$ cat config.mk
export PLATFORM = sky130hd
export DESIGN_NAME = fetch_stage
export DESIGN_NICKNAME = d
export VERILOG_FILES = /design/src/rtl/fetch_stage.sv
export SDC_FILE = /design/constraint.sdc
export NUM_CORES = 1
export LEC_CHECK = 0
export BUFFER_PORTS_ARGS = -buffer_cell sky130_fd_sc_hd__buf_2
export CORE_AREA = 2 2 165 167
export DETAILED_ROUTE_END_ITERATION = 10
export DIE_AREA = 0 0 167 169
export GPL_TIMING_DRIVEN = 1
export HOLD_SLACK_MARGIN = 0.02
export MAX_ROUTING_LAYER = met4
export PLACE_DENSITY_LB_ADDON = 0.2
export SYNTH_ARGS = -nofsm -noshare
export SYNTH_HDL_FRONTEND = slang
export SYNTH_SLANG_ARGS = --single-unit
export TNS_END_PERCENT = 50
$ cat constraint.sdc
create_clock -name clk -period 15.6 [get_ports clk]
set_clock_uncertainty 0.1 [all_clocks]
set_input_delay 0.78 -clock clk [delete_from_list [all_inputs] [get_ports clk]]
set_output_delay 0.78 -clock clk [all_outputs]
set_load 0.02 [all_outputs]
$ cat src/rtl/fetch_stage.sv
// IF stage and IF/ID register: owns the PC, drives a req/valid imem handshake,
// skid-buffers one instruction across a decode stall and drops stale responses after a redirect.
module fetch_stage #(
    parameter logic [31:0] RESET_PC  = 32'h0000_0000,
    parameter logic [31:0] NOP_INSTR = 32'h0000_0013
) (
    input  logic        clk,
    input  logic        reset,
    input  logic        StallD,
    input  logic        FlushD,
    input  logic        PCSrcE,
    input  logic [31:0] PCTargetE,
    output logic        ImemReq,
    output logic [31:0] ImemAddr,
    input  logic [31:0] ImemRdata,
    input  logic        ImemValid,
    output logic [31:0] PCF,
    output logic [31:0] InstrD,
    output logic [31:0] PCD,
    output logic [31:0] PCPlus4D,
    output logic        ValidD,
    output logic        FetchBusy
);

    typedef enum logic [1:0] {S_FETCH, S_HOLD, S_DRAIN} state_e;

    state_e      state_q, state_d;
    logic [31:0] pc_q, pc_d;
    logic [31:0] redir_q, redir_d;
    logic [31:0] buf_instr_q, buf_instr_d;
    logic [31:0] buf_pc_q, buf_pc_d;
    logic [31:0] instr_q, instr_d;
    logic [31:0] pcd_q, pcd_d;
    logic [31:0] pcp4_q, pcp4_d;
    logic        valid_q, valid_d;

    logic        bubble, load;
    logic [31:0] ld_instr, ld_pc;

    always_ff @(posedge clk or posedge reset) begin
        if (reset) begin
            state_q     <= S_FETCH;
            pc_q        <= RESET_PC;
            redir_q     <= '0;
            buf_instr_q <= '0;
            buf_pc_q    <= '0;
            instr_q     <= NOP_INSTR;
            pcd_q       <= '0;
            pcp4_q      <= '0;
            valid_q     <= 1'b0;
        end else begin
            state_q     <= state_d;
            pc_q        <= pc_d;
            redir_q     <= redir_d;
            buf_instr_q <= buf_instr_d;
            buf_pc_q    <= buf_pc_d;
            instr_q     <= instr_d;
            pcd_q       <= pcd_d;
            pcp4_q      <= pcp4_d;
            valid_q     <= valid_d;
        end
    end

    always_comb begin
        state_d     = state_q;
        pc_d        = pc_q;
        redir_d     = redir_q;
        buf_instr_d = buf_instr_q;
        buf_pc_d    = buf_pc_q;
        instr_d     = instr_q;
        pcd_d       = pcd_q;
        pcp4_d      = pcp4_q;
        valid_d     = valid_q;
        bubble      = 1'b0;
        load        = 1'b0;
        ld_instr    = ImemRdata;
        ld_pc       = pc_q;

        case (state_q)
            S_FETCH: begin
                if (PCSrcE) begin
                    // A response arriving with the redirect is already stale.
                    if (ImemValid) begin
                        pc_d = PCTargetE;
                    end else begin
                        redir_d = PCTargetE;
                        state_d = S_DRAIN;
                    end
                    bubble = !StallD;
                end else if (ImemValid && !StallD) begin
                    load = 1'b1;
                    pc_d = pc_q + 32'd4;
                end else if (ImemValid) begin
                    buf_instr_d = ImemRdata;
                    buf_pc_d    = pc_q;
                    state_d     = S_HOLD;
                end else begin
                    bubble = !StallD;
                end
            end
            S_HOLD: begin
                if (PCSrcE) begin
                    pc_d    = PCTargetE;
                    state_d = S_FETCH;
                    bubble  = !StallD;
                end else if (!StallD) begin
                    load     = 1'b1;
                    ld_instr = buf_instr_q;
                    ld_pc    = buf_pc_q;
                    pc_d     = buf_pc_q + 32'd4;
                    state_d  = S_FETCH;
                end
            end
            S_DRAIN: begin
                bubble = !StallD;
                if (PCSrcE) redir_d = PCTargetE;
                // The newest redirect wins even when it lands with the stale response.
                if (ImemValid) begin
                    pc_d    = PCSrcE ? PCTargetE : redir_q;
                    state_d = S_FETCH;
                end
            end
            default: state_d = S_FETCH;
        endcase

        if (FlushD || bubble) begin
            instr_d = NOP_INSTR;
            pcd_d   = '0;
            pcp4_d  = '0;
            valid_d = 1'b0;
        end else if (load) begin
            instr_d = ld_instr;
            pcd_d   = ld_pc;
            pcp4_d  = ld_pc + 32'd4;
            valid_d = 1'b1;
        end
    end

    assign ImemReq   = !reset && (state_q != S_HOLD);
    assign FetchBusy = (state_q == S_FETCH) || (state_q == S_DRAIN);
    assign ImemAddr  = pc_q;
    assign PCF       = pc_q;
    assign InstrD    = instr_q;
    assign PCD       = pcd_q;
    assign PCPlus4D  = pcp4_q;
    assign ValidD    = valid_q;

endmodule

==> summary.txt, run 1 <==
Clock tree
  • Worst-path clk slew: ~0.060 ns
  • CTS HTree Levels: 1
  • Clk buf depth: 3
  • Worst skew pair latency: between 0.5 and 0.6 ns
  • Hold-fix buffers at CTS: 0
  • CTS Root Cell: clkbuf_16
  • Clock tree from TritonCTS: done
  • Sink Count: 225
  • Post-CTS setup buffer count: 0
  • Cts bufs inserted: 25
  • Post-cts sizing count: 0

Cells and area
  • Fin area: 14500 um2
  • Share of layout cells above drive strength 1: ~28%
  • Fillers: roughly 2500
  • Commonest non-fill, non-tap cell in the layout: buf_2
  • Commonest non-fill, non-tap cells in the layout: buf_2 (232), dfrtp_1 (222), nand2_1 (195)
  • Layout net count: ~1500
  • Layout area overhead: 15.6%

Yosys
  • Post-Synthesis Cell Area: ~13000 um2
  • Yosys warns: 0
  • Sequential fraction of the synthesis area: 45.0%
  • Syn avg cell area: approximately 9.5 um2
  • Synth top area cells: dfrtp_1 (44%), mux2_2 (9.5%), nand2_1 (5.9%)
  • Main synth FF type: dfrtp_1
  • Share of the synthesized area in the top cell type: between 40 and 50%
  • Synthesis-stage register bit count: ~230
  • Synthesized instance count: between 1000 and 1500
  • Ys async rst share: 100%
  • Number of synthesized flops with an enable pin: 0
  • Leading area contributor after synthesis: dfrtp_1
  • Synth Net Count: 1399
  • Synth cell types: 62

Die
  • Core Footprint: 26500 um2
  • Initial Util: 47.2%
  • Core Rows: 60
  • Die height: about 170 um
  • Die Wd: approximately 170 um
  • I/O pins: 233
  • DIE AREA: around 28000 um2

Route
  • DR vias: 10700
  • Detailed-route wire length per cell: between 20 and 25 um
  • Overall routed net length: about 37 mm
  • Initial DRC Count: 1090
  • ANT nets after route: 0
  • Vias per std cell: 5.88
  • 1st-pass router iterations: 7
  • DRC: 0

Timing
  • RSZ-0062 raised after global routing: no
  • Hold Vio Cnt, Final: 0
  • Final period util: ~30%
  • Fin Setup TNS: 0 ns
  • Fmax: 0.212 GHz
  • Final min period: 4.72 ns
  • Rel. slew slack: about a fifth
  • Final Max Slew Viols: 0
  • Worst Tran Pin Value: approximately 1.2 ns
  • Final setup viols: 0

Power
  • Leakage power: 6.41 nW
  • Clk pwr share: 22.6%
  • VDD IR max: about 0.10 mV
  • Internal: ~1.6 mW
  • Pwr dens: just under 200 nW/um2
  • Seq pwr share: 37.5%
  • Psw: 1.20 mW
  • Total power: 2.81 mW
  • Switching share of power: 42.7%
  • Comb pwr share: 39.9%

Worst setup path
  • Crit-path max FO: 76
  • Worst path max stage delay: approximately 0.73 ns
  • Critical-path cell list: inv_1, ha_1, nor3b_2, buf_4, nand2_1, nand2_1, ha_1, nand2_1, or4_1, a222oi_1, and3_1, o21ai_1, a21oi_1
  • Max stage delay cell, worst path: a222oi_1
  • Crit start category: register
  • Crit path launch: state_q[1]
  • R2r endpoint: PCPlus4D[28]
  • CP most frequent cell: nand2_1
  • R2R cell count: 13
  • Critical Path Sink: PCPlus4D[28]
  • Reg2reg setup slack: roughly 11 ns
  • Reg-to-Reg Start: state_q[1]
  • Critical path class: reg -> reg
  • Worst Setup End Kind: register
  • Worst path required time: ~16 ns
  • Crit path arrival time: just over 5 ns

GRT
  • Antenna violations before repair: 1
  • Number of global-route vias before repair: about 10000
  • First-pass GRT wire length: a little under 60 mm
  • Largest net degree at the start of global routing: around 110
  • GR Util All Layers: 26.3%
  • Total grt overflow: 0

Worst hold path
  • Worst Hold Class: in -> async

Place
  • Dpl cell area: between 10000 and 15000 um2
  • RD Place Congestion: roughly 0.91
  • HPWL Detailed: 25.1 mm
  • # port buffers: 232

Run status
  • Status: finished, final reports clean

Flow run
  • Max-Cap Viols: 0
[kinds of logic after synthesis]
family | synth area share [%]
AOI/OAI and AO/OA | 16.7
xor gates and xnor gates | 3.29
adders and majority gates | 0.700
muxes | 11.9
buffers and inverters | 5.78
DFF | 45.0
and+or+nand+nor | 16.6
[worst min-delay path by stage]
stage	to	cells past startpoint
2_1_floorplan	buf_instr_q[0]	1
3_3_place_gp	ValidD	2
3_5_place_dp	ValidD	2
4_1_cts	state_q[0]	2
5_1_grt	state_q[0]	2
6_report	redir_q[6]	2
[critical path: cells and delay by family (launching register included)]
family / cells / cell delay (ns)
buffers and inverters: 2 / 0.86
AND/OR/NAND/NOR: 6 / 1.38
flip-flops: 1 / 0.42
adder cells (fa/ha/maj): 2 / 0.88
AO/OA/AOI/OAI: 3 / 0.97
[metrics by stage]
stage	worst slack [ns]	util, %	hold WS [ns]	std cells
floorplan	8.56	-	0.379	1322
CTS	10.93	54.6	0.307	1817
finish	10.88	54.6	0.275	1818
global route	10.48	54.6	0.331	1818
detailed placement	10.93	51.3	0.386	1771
global placement	11.00	51.3	0.374	1771
[cell type report]
cell class                      instances  area [um2]  share of cell area (%)
Antenna cell                            1        2.50                  0.0173
Clock buffer                           36         717                    4.96
Clock inverter                         10         158                    1.09
Inverter                               10        45.0                   0.311
Multi-Input combinational cell        946        6190                    42.8
Sequential cell                       225        5630                    39.0
Tap cell                              341         427                    2.95
Timing Repair Buffer                  249        1290                    8.91
[power groups by stage]
| stage | Combinational [mW] | Sequential (mW) | Clock, mW |
|---|---|---|---|
| floorplan | 0.812 | 1.02 | 0 |
| global placement | 1.10 | 1.04 | 0 |
| detailed placement | 1.11 | 1.05 | 0 |
| CTS | 1.12 | 1.04 | 0.641 |
| global route | 1.22 | 1.08 | 0.667 |
| finish | 1.12 | 1.05 | 0.634 |
[cells in the mapped netlist, types with 27 or more instances]
cell      instances
dfrtp_1         222
nand2_1         195
nor2_1          122
mux2_2          105
clkbuf_1         84
a21oi_1          70
nand3_1          50
o21ai_0          38
buf_4            35
a311oi_1         34
mux2i_1          31
a211oi_1         30
xnor2_1          27
[routing by layer]
| layer | global-route usage, % | part of all wire (%) |
|---|---|---|
| met5 | - | 0 |
| met2 | 37.7 | 44 |
| met1 | 39.9 | 48 |
| met3 | 3.27 | 6.6 |
| met4 | 5.92 | 1.8 |
[flip-flops by register name, indices dropped and copies added, names as in the netlist]
name,cells
PCD,32
ValidD,1
InstrD,32
state_q,2
redir_q,32
ImemAddr,32
PCPlus4D,30
buf_pc_q,32
buf_instr_q,32
No activity file was read; power rests on OpenSTA's default activity.
==> run 2: changes to the inputs <==
- ABC_AREA: not set -> 1
- CORE_AREA: 2 2 165 167 -> 2 2 171 173
- DIE_AREA: 0 0 167 169 -> 0 0 173 175
- clock period: 15.6 -> 4.4 ns (I/O delays scaled with it)
==> summary.txt, run 2 <==
Run status
  • Status: finished, final reports clean

Clock tree
  • Worst-path clk slew: 0.06 ns (about the same)
  • Clk buf depth: 3 (unchanged)
  • CTS Root Cell: clkbuf_16
  • Post-cts sizing count: 0 (unchanged)
  • Cts bufs inserted: 26 (+4.0%)
  • Worst skew pair latency: 0.54 ns (about the same)
  • Clock tree from TritonCTS: done
  • CTS HTree Levels: 1 (unchanged)
  • Sink Count: 225 (unchanged)

Yosys
  • Post-Synthesis Cell Area: 13500 um2 (+8.1%)
  • Most instantiated cells after synthesis: nand2_1 (669), o21ai_0 (272), dfrtp_1 (222)
  • Synth cell types: 48 (-23%)
  • Number of synthesized flops with an enable pin: 0 (unchanged)
  • Synthesized instance count: 1949 (+47%)
  • Ys async rst share: 100% (unchanged)
  • Share of the synthesized area in the top cell type: 41.1% (-3.3 points)
  • Synth top area cells: dfrtp_1 (41%), nand2_1 (19%), o21ai_0 (10%)
  • Synth Net Count: 2026 (+45%)
  • Syn avg cell area: 6.93 um2 (-27%)
  • Leading area contributor after synthesis: dfrtp_1
  • Synthesis-stage register bit count: 225 (unchanged)
  • Yosys warns: 0 (unchanged)
  • Main synth FF type: dfrtp_1
  • Most common cell in the synthesized netlist: nand2_1
  • Sequential fraction of the synthesis area: 41.7% (-3.4 points)

Route
  • DRC: 0 (unchanged)
  • Initial DRC Count: 1082 (-0.73%)
  • ANT nets after route: 0 (unchanged)
  • Overall routed net length: 45.3 mm (+22%)
  • Vias per std cell: 5.34 (-9.1%)
  • 1st-pass router iterations: 5 (-2)
  • Detailed-route wire length per cell: 17.6 um (-14%)
  • DR vias: 13700 (+29%)

Timing
  • Final Max Slew Viols: 0 (unchanged)
  • Final min period: 2.99 ns (-1.73 ns)
  • Final setup viols: 0 (unchanged)
  • Hold Vio Cnt, Final: 0 (unchanged)
  • Rel. slew slack: 37.1% (+17 points)
  • Worst Tran Pin Value: 0.943 ns (-0.253 ns)
  • Fmax: 0.335 GHz (+58%)
  • Fin Setup TNS: 0 ns (unchanged)
  • RSZ-0062 raised after global routing: no
  • Final period util: 67.9% (+38 points)

GRT
  • First-pass GRT wire length: 71.7 mm (+23%)
  • Total grt overflow: 0 (unchanged)
  • Largest net degree at the start of global routing: 107 (unchanged)
  • GR Util All Layers: 30.5% (+4.2 points)
  • Number of global-route vias before repair: 12900 (+28%)
  • Antenna violations before repair: 0 (-1)

Die
  • Die height: 175 um (+3.6%)
  • Core Footprint: 28400 um2 (+7.1%)
  • Core Rows: 62 (+3.3%)
  • Die Wd: 173 um (+3.6%)
  • Initial Util: 47.6% (+0.41 points)
  • DIE AREA: 30300 um2 (+7.3%)
  • I/O pins: 233 (unchanged)

Worst setup path
  • R2R cell count: 15 (+2)
  • Delay-heaviest family, CP: simple AND/OR/NAND/NOR gates
  • Crit path arrival time: 3.31 ns (-1.76 ns)
  • Crit start category: register
  • Crit path launch: state_q[1]
  • Critical path class: reg -> reg
  • CP most frequent cell: inv_1
  • Crit path buf inv count: 5 (+3)
  • Reg2reg setup slack: 1.41 ns (-9.47 ns)
  • Max stage delay cell, worst path: dfrtp_1
  • Critical-path cell list: inv_1, ha_1, buf_4, nand2_4, nand2_1, o21ai_2, inv_2, ha_1, inv_1, nor2_2, inv_1, nor2_1, nand3_1, nand3_1, nand2_1
  • R2r endpoint: PCPlus4D[30]
  • Reg-to-Reg Start: state_q[1]
  • Worst Setup End Kind: register
  • Worst path max stage delay: 0.41 ns (-0.32 ns)
  • Crit-path max FO: 38 (-50%)
  • Worst path required time: 4.72 ns (-11.23 ns)

Worst hold path
  • Worst Hold Class: in -> reg
  • Hold Crit Start: FlushD
  • Hold Path Depth: 6
  • Worst hold path endpoint: ValidD

Cells and area
  • Antenna diodes: 0 (-1)
  • Commonest non-fill, non-tap cells in the layout: nand2_1 (668), o21ai_0 (272), buf_2 (232)
  • Share of layout cells above drive strength 1: 16.1% (-12 points)
  • Layout area overhead: 20.0%
  • Layout net count: 2247 (+46%)
  • Non-Filler Instances: 2572 (+41%)
  • Fillers: 2802 (+14%)
  • Commonest non-fill, non-tap cell in the layout: nand2_1

Power
  • Internal: 5.63 mW (+250%)
  • Seq pwr share: 33.1% (-4.4 points)
  • Switching share of power: 48.0% (+5.3 points)
  • Comb pwr share: 46.5% (+6.6 points)
  • Psw: 5.21 mW (+330%)
  • Leakage power: 8.20 nW (+28%)
  • Pwr dens: 668 nW/um2 (+240%)
  • VDD IR max: 0.425 mV (+320%)
  • Clk pwr share: 20.4% (-2.2 points)

Place
  • DP Cell Count: 2461 (+39%)
  • RD Place Congestion: 0.940 (+2.9%)
  • HPWL Detailed: 32.8 mm (+31%)
  • # port buffers: 232 (unchanged)

Flow run
  • Max-Cap Viols: 0 (unchanged)
## run 2: stage by stage
stage	power [mW]	instance area [um2]	utilization, %	setup WS (ns)	hold WS, ns
2_1_floorplan	6.98	13500	-	1.14	0.284
3_3_place_gp	8.45	14700	51.7	1.53	0.352
3_5_place_dp	8.53	14700	51.7	1.43	0.358
4_1_cts	10.8	16200	57.1	1.42	0.126
5_1_grt	11.6	16200	57.1	1.19	0.179
6_report	10.8	16200	57.1	1.41	0.142
## run 2: cells by family after synthesis
logic type	share of synthesized area [%]
AOI/OAI and AO/OA	15.4
xor gates and xnor gates	0.972
adders and majority gates	0.648
buffers and inverters	10.2
DFF	41.7
and+or+nand+nor	31.1
## run 2: per-layer routing
metal	up-vias	share of wire (%)	global-route usage (%)
li1	6704	-	-
met1	6481	46	43.5
met2	506	45	46.8
met3	54	7.0	3.92
met4	0	2.0	6.57
met5	-	0	-
## run 2: layout make-up
cell class / count / area [um2] / area share, %
multi-input cells: 1414 / 6520 / 40.2
flip-flops and latches: 225 / 5630 / 34.7
repair buffers: 318 / 2010 / 12.4
clock buffers: 37 / 773 / 4.77
inverters: 185 / 698 / 4.31
well taps: 384 / 480 / 2.96
clock inverters: 9 / 104 / 0.640
## run 2: worst max path at each step
stage                     cells after the start           end
after floorplan                               1   ImemAddr[0]
after global placement                       15  PCPlus4D[30]
after detailed placement                     15  PCPlus4D[30]
after CTS                                    15  PCPlus4D[30]
after global routing                         15  PCPlus4D[30]
final                                        15  PCPlus4D[30]
## run 2: power groups by stage
stage	clock network (mW)	logic [mW]	registers, mW
after floorplan	0	3.44	3.54
after global placement	0	4.88	3.57
after detailed placement	0	4.95	3.58
after CTS	2.26	5.01	3.55
after global routing	2.33	5.63	3.66
final	2.21	5.04	3.58
## run 2: worst reg2reg max path, delay by kind of cell (launching register included)
kind	cells	cell delay (ns)
compound gates	1	0.11
fa+ha+maj	2	0.32
buf+inv	5	0.71
flops	1	0.41
simple gates	7	1.22
## run 2: repair_timing
item                                   CTS  global route
endpoints found under the hold margin  148             0
buffers inserted                         0             0
hold buffers                            65             0
==> run 3: changes to the inputs <==
- ABC_AREA: 1 -> 0
- CORE_AREA: 2 2 171 173 -> 2 2 165 167
- DIE_AREA: 0 0 173 175 -> 0 0 167 169
- clock period: 4.4 -> 2.55 ns (I/O delays scaled with it)
==> summary.txt, run 3 (synthesized netlist as in run 1, its figures left out) <==
Timing
  • Final Max Slew Viols: 0 (unchanged)
  • Hold slack: 0.104 ns (-0.0373 ns)
  • Hold Vio Cnt, Final: 0 (unchanged)
  • RSZ-0062 raised after global routing: yes
  • Worst Tran Pin Value: 0.655 ns (-0.288 ns)
  • Fmax: 0.360 GHz (+7.5%)
  • Final setup viols: 28 (+28)
  • Rel. slew slack: 56.3% (+19 points)
  • Final period util: 109% (+41 points)
  • Final min period: 2.78 ns (-0.208 ns)
  • Setup WS post-layout: -0.230 ns (-1.64 ns)

GRT
  • First-pass GRT wire length: 63.9 mm (-11%)
  • Antenna violations before repair: 0 (unchanged)
  • Number of global-route vias before repair: 11300 (-13%)
  • Largest net degree at the start of global routing: 69 (-36%)
  • GR Util All Layers: 29.0% (-1.5 points)
  • Total grt overflow: 0 (unchanged)

Place
  • HPWL Detailed: 28.4 mm (-14%)
  • RD Place Congestion: 0.958 (+2.0%)
  • # port buffers: 232 (unchanged)
  • DP Cell Count: 1903 (-23%)

Cells and area
  • Commonest non-fill, non-tap cells in the layout: buf_2 (232), dfrtp_1 (222), nand2_1 (187)
  • Non-Filler Instances: 2051 (-20%)
  • Fillers: 2135 (-24%)
  • Antenna diodes: 0 (unchanged)
  • Layout area overhead: 38.5%
  • Layout net count: 1767 (-21%)
  • Final Core Density: 65.4% (+8.3 points)
  • Commonest non-fill, non-tap cell in the layout: buf_2
  • Share of layout cells above drive strength 1: 39.1% (+23 points)

Clock tree
  • Cts bufs inserted: 26 (unchanged)
  • Clk buf depth: 3 (unchanged)
  • Worst skew pair latency: 0.53 ns (about the same)
  • CTS HTree Levels: 1 (unchanged)
  • CTS Root Cell: clkbuf_16
  • Clock tree from TritonCTS: done
  • Worst-path clk slew: 0.06 ns (about the same)
  • Sink Count: 225 (unchanged)

Route
  • Overall routed net length: 42.1 mm (-7.0%)
  • Vias per std cell: 5.86 (+9.7%)
  • 1st-pass router iterations: 5 (unchanged)
  • Initial DRC Count: 1278 (+18%)
  • ANT nets after route: 0 (unchanged)
  • DR vias: 12000 (-13%)
  • Detailed-route wire length per cell: 20.5 um (+17%)
  • DRC: 0 (unchanged)

Die
  • Initial Util: 47.2% (-0.41 points)
  • Die height: 169 um (-3.4%)
  • I/O pins: 233 (unchanged)
  • Core Footprint: 26500 um2 (-6.7%)
  • Die Wd: 167 um (-3.5%)
  • DIE AREA: 28200 um2 (-6.8%)
  • Core Rows: 60 (-3.2%)

Power
  • Comb pwr share: 49.2% (+2.7 points)
  • Pwr dens: 1120 nW/um2 (+68%)
  • Leakage power: 7.74 nW (-5.6%)
  • VDD IR max: 0.715 mV (+68%)
  • Psw: 8.17 mW (+57%)
  • Seq pwr share: 30.7% (-2.4 points)
  • Internal: 11.3 mW (+100%)
  • Switching share of power: 42.0% (-6.1 points)
  • Clk pwr share: 20.0% (-0.4 points)

Worst setup path
  • Crit path arrival time: 3.14 ns (-0.17 ns)
  • Worst Setup End Kind: register
  • Crit-path max FO: 6 (-84%)
  • Critical path class: reg -> reg
  • Worst path required time: 2.91 ns (-1.81 ns)
  • Crit start category: register

Flow run
  • Max-Cap Viols: 0 (unchanged)

Run status
  • Status: finished, violations left
  • Failing checks: negative setup slack

Worst hold path
  • Worst Hold Class: in -> reg
[run 3: cell types whose count changed in the layout (fill, tap and decap cells not counted), sizes merged, moves of 27 or more]
cell and change:
nand2 -489, o21ai -252, inv -174, buf +153, mux2 +105, nand3 -97
a311oi +34, mux2i +31, a211oi +27
[run 3: layer usage]
metal | part of all wire [%] | vias to the layer above | track usage [%]
met2 | 46 | 503 | 42.0
met1 | 44 | 5907 | 42.6
li1 | - | 5536 | -
met4 | 2.5 | 0 | 7.95
met3 | 7.7 | 76 | 4.19
met5 | 0 | - | -
[run 3: worst max-delay path, cell delays in order, from the launching register on]
cell	delay (ns)
dfrtp_1	0.39
inv_2	0.09
ha_4	0.15
nor3b_4	0.24
nand2_1	0.10
nand2_2	0.10
ha_4	0.16
nand2_4	0.05
or4_4	0.43
a222oi_1	0.35
buf_4	0.20
and3_1	0.15
o21ai_1	0.06
a21oi_1	0.14
[run 3: power groups by stage]
stage          clock, mW  combinational [mW]  sequential, mW
4_1_cts             3.93                8.81            5.90
5_1_grt             4.07                10.3            6.12
6_report            3.90                9.59            5.98
3_5_place_dp           0                8.49            5.94
3_3_place_gp           0                8.40            5.88
2_1_floorplan          0                4.99            6.22
[run 3: stage by stage]
| stage | setup TNS [ns] | setup slack [ns] | total power, mW | instance area, um2 |
|---|---|---|---|---|
| 4_1_cts | -0.946 | -0.170 | 18.6 | 16600 |
| 5_1_grt | -5.49 | -0.366 | 20.5 | 17300 |
| 6_report | -2.27 | -0.230 | 19.5 | 17300 |
| 2_1_floorplan | -148.19 | -0.857 | 11.2 | 12600 |
| 3_5_place_dp | -4.77 | -0.372 | 14.4 | 14800 |
| 3_3_place_gp | -3.51 | -0.319 | 14.3 | 14800 |
[run 3: layout make-up]
type                            instances  area [um2]  area share [%]
Clock buffer                           39         801            4.62
Tap cell                              341         427            2.46
Clock inverter                          9        97.6           0.563
Timing Repair Buffer                  481        3590            20.7
Multi-Input combinational cell        946        6730            38.8
Inverter                               10        48.8           0.282
Sequential cell                       225        5630            32.5
[run 3: worst paths after layout]
check	start	end	slack (ns)	depth (start not counted)
hold reg to reg	ValidD	ValidD	0.39	2
min in group asynchronous	reset	redir_q[0]	0.14	3
setup / recovery	state_q[1]	PCPlus4D[28]	-0.23	13
hold / removal	StallD	state_q[1]	0.10	5
setup reg to reg	state_q[1]	PCPlus4D[28]	-0.23	13
max in group asynchronous	reset	InstrD[1]	1.41	4
[run 3: timing repair]
action | in CTS | in global routing
hold buffers | 68 | 0
setup buffers | 10 | 20
gates cloned | 0 | 6
setup endpoints to repair | 34 | 56
gates resized for setup | 40 | 89
endpoints found under the hold margin | 147 | 0
pin swaps | 27 | 42
